--- config.mk ---
export PLATFORM = sky130hd
export DESIGN_NAME = mem_serial_ctrl
export DESIGN_NICKNAME = d
export VERILOG_FILES = /design/src/rtl/mem_serial_ctrl.sv
export SDC_FILE = /design/constraint.sdc
export NUM_CORES = 1
export LEC_CHECK = 0
export CORE_MARGIN = 2
export CORE_UTILIZATION = 45
export CTS_CLUSTER_DIAMETER = 120
export CTS_CLUSTER_SIZE = 12
export DETAILED_ROUTE_END_ITERATION = 7
export PLACE_DENSITY = 0.75
export SLEW_MARGIN = 20
export SYNTH_ARGS = -nofsm -noshare
export SYNTH_HDL_FRONTEND = slang
export SYNTH_SLANG_ARGS = --single-unit
--- constraint.sdc ---
create_clock -name clk -period 1.8 [get_ports clk]
set_input_delay 0.36 -clock clk [delete_from_list [all_inputs] [get_ports clk]]
set_output_delay 0.36 -clock clk [all_outputs]
set_load 0.1 [all_outputs]
--- src/rtl/mem_serial_ctrl.sv ---
// -----------------------------------------------------------------------------
// mem_serial_ctrl
//
// Purpose:
//   Sequences the byte-memory -> bit-serial path. A start request captures a
//   first address and a byte count. The controller then fetches each byte from
//   an asynchronous-read memory and shifts it out LSB first, one bit per clock.
//   Status is reported on valid/busy/done.
//
// Optional feature (macro SER_PARITY_EN):
//   When defined, every byte is followed by one extra serial cycle that carries
//   even parity (^byte). A byte then takes 2+DATA_W cycles instead of 1+DATA_W.
//
// Ports:
//   clk        in   rising-edge clock
//   clear      in   synchronous active-high reset; overrides every other input
//   start      in   transfer request, sampled only in IDLE
//   start_addr in   first byte address, captured together with start
//   count      in   number of bytes (0 = none; anything above 2**ADDR_W saturates)
//   mem_data   in   combinational read data for mem_addr
//   mem_addr   out  memory address
//   mem_rd     out  read strobe, high in FETCH
//   ser_out    out  serial data bit (0 whenever ser_valid is low)
//   ser_valid  out  ser_out carries a real bit this cycle
//   busy       out  high in every state except IDLE
//   done       out  one-cycle completion pulse
//
// States:
//   state  | meaning
//   IDLE   | waiting for start
//   FETCH  | present address, load the read data into the shift register
//   SHIFT  | emit one bit per cycle (data bits, then parity if enabled)
//   DONE   | one-cycle completion pulse, then back to IDLE
// -----------------------------------------------------------------------------
module mem_serial_ctrl #(
  parameter int ADDR_W = 4,
  parameter int DATA_W = 8
) (
  input  logic              clk,
  input  logic              clear,
  input  logic              start,
  input  logic [ADDR_W-1:0] start_addr,
  input  logic [ADDR_W:0]   count,
  input  logic [DATA_W-1:0] mem_data,
  output logic [ADDR_W-1:0] mem_addr,
  output logic              mem_rd,
  output logic              ser_out,
  output logic              ser_valid,
  output logic              busy,
  output logic              done
);

  localparam int DEPTH = 2 ** ADDR_W;
  // The bit counter has to reach DATA_W when the parity slot is enabled.
  localparam int BIT_W = $clog2(DATA_W + 1);

`ifdef SER_PARITY_EN
  localparam logic [BIT_W-1:0] LAST_BIT = BIT_W'(DATA_W);
`else
  localparam logic [BIT_W-1:0] LAST_BIT = BIT_W'(DATA_W - 1);
`endif

  typedef enum logic [1:0] {
    S_IDLE  = 2'd0,
    S_FETCH = 2'd1,
    S_SHIFT = 2'd2,
    S_DONE  = 2'd3
  } state_t;

  state_t            state;
  state_t            state_next;
  logic [ADDR_W-1:0] addr_q;
  logic [ADDR_W:0]   bytes_left;
  logic [BIT_W-1:0]  bit_cnt;
  logic [DATA_W-1:0] shift_q;
  logic [ADDR_W:0]   count_sat;
  logic              last_bit;
  logic              cur_bit;

`ifdef SER_PARITY_EN
  logic              parity_q;
`endif

  // Requests larger than the memory are clipped to one full pass.
  assign count_sat = (count > (ADDR_W + 1)'(DEPTH)) ? (ADDR_W + 1)'(DEPTH) : count;
  assign last_bit  = (bit_cnt == LAST_BIT);

  // The shift register moves right each SHIFT cycle, so bit 0 is always the
  // current data bit; in the parity slot the stored parity is shown instead.
`ifdef SER_PARITY_EN
  assign cur_bit = (bit_cnt == BIT_W'(DATA_W)) ? parity_q : shift_q[0];
`else
  assign cur_bit = shift_q[0];
`endif

  // State register
  always_ff @(posedge clk) begin
    if (clear) begin
      state <= S_IDLE;
    end else begin
      state <= state_next;
    end
  end

  // Next-state logic
  always_comb begin
    state_next = state;
    unique case (state)
      S_IDLE: begin
        if (start) begin
          state_next = (count == '0) ? S_DONE : S_FETCH;
        end
      end
      S_FETCH: state_next = S_SHIFT;
      S_SHIFT: begin
        if (last_bit) begin
          state_next = (bytes_left != '0) ? S_FETCH : S_DONE;
        end
      end
      S_DONE:  state_next = S_IDLE;
      default: state_next = S_IDLE;
    endcase
  end

  // Datapath: address, byte/bit counters, shift register.
  // bytes_left is decremented on each fetch, so at the last bit of a byte it
  // already says whether another byte follows.
  always_ff @(posedge clk) begin
    if (clear) begin
      addr_q     <= '0;
      bytes_left <= '0;
      bit_cnt    <= '0;
      shift_q    <= '0;
`ifdef SER_PARITY_EN
      parity_q   <= 1'b0;
`endif
    end else begin
      unique case (state)
        S_IDLE: begin
          if (start) begin
            addr_q     <= start_addr;
            bytes_left <= count_sat;
          end
        end
        S_FETCH: begin
          shift_q    <= mem_data;
          bit_cnt    <= '0;
          bytes_left <= bytes_left - 1'b1;
`ifdef SER_PARITY_EN
          parity_q   <= ^mem_data;
`endif
        end
        S_SHIFT: begin
          shift_q <= shift_q >> 1;
          if (last_bit) begin
            bit_cnt <= '0;
            if (bytes_left != '0) begin
              addr_q <= addr_q + 1'b1;   // wraps modulo DEPTH
            end
          end else begin
            bit_cnt <= bit_cnt + 1'b1;
          end
        end
        default: begin
        end
      endcase
    end
  end

  // Outputs are decodes of registered state only; start has no path here.
  assign mem_addr = addr_q;

  always_comb begin
    mem_rd    = 1'b0;
    ser_valid = 1'b0;
    ser_out   = 1'b0;
    busy      = 1'b0;
    done      = 1'b0;
    unique case (state)
      S_IDLE: begin
      end
      S_FETCH: begin
        mem_rd = 1'b1;
        busy   = 1'b1;
      end
      S_SHIFT: begin
        ser_valid = 1'b1;
        ser_out   = cur_bit;
        busy      = 1'b1;
      end
      S_DONE: begin
        done = 1'b1;
        busy = 1'b1;
      end
      default: begin
      end
    endcase
  end

endmodule
==> metrics.txt <==
Static Leakage between 0.7 and 0.8 nW; Async S/R FF share, synth 0; post-synthesis instance area 1320 um2; critical path class reg2reg; initial antenna violation count 0; Max Fclk 0.584 GHz; gp weighted congestion just under 0.9; min setup slack post-route 87.5 ps; DR vias roughly 1300; most instantiated cells after synthesis 23 x dfxtp_1, 14 x a21oi_1, 13 x nor2_1; area delta synth->final 41.6%; Pins Over Slew Limit 0; worst IR drop on VDD ~0.0018 V; post-place setup slack -32.2 ps; Finished Core Util 0.673; # setup viols final 0; Clock Skew 3.84 ps; slew at the pin with the worst max-slew slack 351 ps; post-synth cell types 42; die width about 58 um; Synthesis Warnings 0; Syn Nets 180; core region area 2780 um2; CTS Sinks 23; CP max FO 6; sequential share of the synthesized area 0.348; Crit. End Element flop; largest net degree at the start of global routing 20; dpl hpwl 2.45 mm; DR WL/cell 14.4 um; FP Rows 19; Yosys reg bits 23; CTS root buf clkbuf_4; io pins 29; total power 3.81 mW; Maximum Capacitance Violations 0; Final nets about 220; DP Area 1800 um2; first-pass iteration count of the detailed router 4; Ant. Diodes 0; H-tree levels 1; final instance area 1870 um2; CTS buffer count 3; Starting Density 0.475; Worst Hold Class reg2reg; top cells by area, synth dfxtp_1 35%, ha_1 7.6%, mux2i_1 6.8%, a21oi_1 5.3%, a211oi_1 4.5%; Final min period 1710 ps; Slew headroom 0.763; CP Launch Type flop; share of layout cells above drive strength 1 0.245; gr ovfl total 0; Worst-path clk slew 130 ps; share of the synthesized area in the top cell type 0.348; status complete, no violations; Post-synth EDFFs 0; first-pass GRT wire length 5.22 mm; vias per cell 5.69; Pwr per Cell Area 2040 nW/um2; synthesized area per cell 8.69 um2; final WL 3.22 mm; Synth area leader dfxtp_1; TritonCTS clock tree yes; Synth Flop Type dfxtp_1; vias in the first global route about 1200; chip height 58.2 um; Mapped Cells ~150; Clk Latency, worst-skew pair 320 ps; Clock Tree Buf Depth 2; hold_ws 490 ps; cts hold-fix bufs 0; count leader, synth dfxtp_1; Worst Path Required 2000 ps; Iteration-0 DRC Markers 44; Port Buffers 28; Tot GR Track Use 0.198; critical path data arrival time between 1500 and 2000 ps; Fin. Hold Viols 0; Final Cycle Share 0.951; post-route ant nets 0; die area ~3400 um2; DRC 0
-- final timing paths --
check	startpoint	slack, ps	cells past startpoint	end
max	state[1]	90	8	mem_addr[2]
max reg2reg	state[1]	90	8	mem_addr[2]
min reg2reg	bytes_left[4]	490	2	bytes_left[4]
min	bytes_left[4]	490	2	bytes_left[4]
-- area by class of cell --
| cell class | count | area (um2) |
|---|---|---|
| Multi-Input combinational cell | 114 | 820 |
| Inverter | 7 | 28.8 |
| Clock buffer | 3 | 22.5 |
| Timing Repair Buffer | 44 | 488 |
| Sequential cell | 23 | 465 |
| Fill cell | 214 | 911 |
| Tap cell | 31 | 38.8 |
| Clock inverter | 1 | 7.51 |
-- per-layer routing --
layer	vias up	wire [um]	track usage
met1	596	1510	0.261
met4	0	30	0.0399
met2	32	1540	0.330
met5	-	0	0
met3	4	140	0.0491
li1	637	-	-
-- cells in the final DEF, fill, tap and decap left out, types with 2 or more instances in the layout --
| master | instances |
|---|---|
| nand3_1 | 6 |
| clkdlybuf4s50_1 | 19 |
| ha_1 | 5 |
| o21a_1 | 2 |
| dfxtp_2 | 4 |
| nor3_1 | 6 |
| nor3b_1 | 2 |
| nand2b_1 | 6 |
| a211oi_1 | 8 |
| inv_1 | 5 |
| o311ai_1 | 2 |
| a21oi_1 | 14 |
| a221oi_1 | 2 |
| nor2b_1 | 3 |
| buf_4 | 15 |
| nor2_1 | 13 |
| clkbuf_4 | 3 |
| dfxtp_1 | 19 |
| ha_2 | 2 |
| nand2_1 | 6 |
| mux2i_1 | 9 |
| o21ai_1 | 3 |
| o21ai_0 | 4 |
| buf_12 | 9 |
-- state kept, by name, summed over array words and instances (netlist names) --
name        cells
bit_cnt         4
bytes_left      5
mem_addr        4
shift_q         8
state           2
-- what timing repair did --
item,4_1_cts,5_1_grt
setup buffers,2,2
endpoints found under the setup margin,1,7
gates resized for setup,0,7
pin swaps,1,1
-- kinds of logic (layout without fill, tap and decap cells) --
logic type	after synthesis	after routing	synth area share
and+or+nand+nor	51	51	0.211
AOI/OAI and AO/OA	44	44	0.231
DFF	23	23	0.348
buffers and inverters	15	55	0.0521
muxes	9	9	0.0682
adders and majority gates	8	8	0.0758
xor gates and xnor gates	2	2	0.0133
-- report_power, final --
group	leakage, nW	total (mW)	switching, mW	internal, mW
clock network	0.0139	0.248	0.164	0.0849
logic	0.513	2.65	1.54	1.11
registers	0.191	0.909	0.181	0.729
total	0.718	3.81	1.89	1.92
-- critical path, stage by stage (launching register included) --
cell and delay [ps]:
dfxtp_1 340, buf_4 150, ha_4 190, clkbuf_2 160, buf_4 160, nor2b_1 150, a21oi_1 60, o311ai_1 280
o31ai_2 120
-- through the flow --
step,TNS [ps],std cells
2_1_floorplan,-208,152
3_3_place_gp,0,215
3_5_place_dp,-32.2,215
4_1_cts,0,221
5_1_grt,-2.21,223
6_report,0,223
No activity file was read; power rests on OpenSTA's default activity.
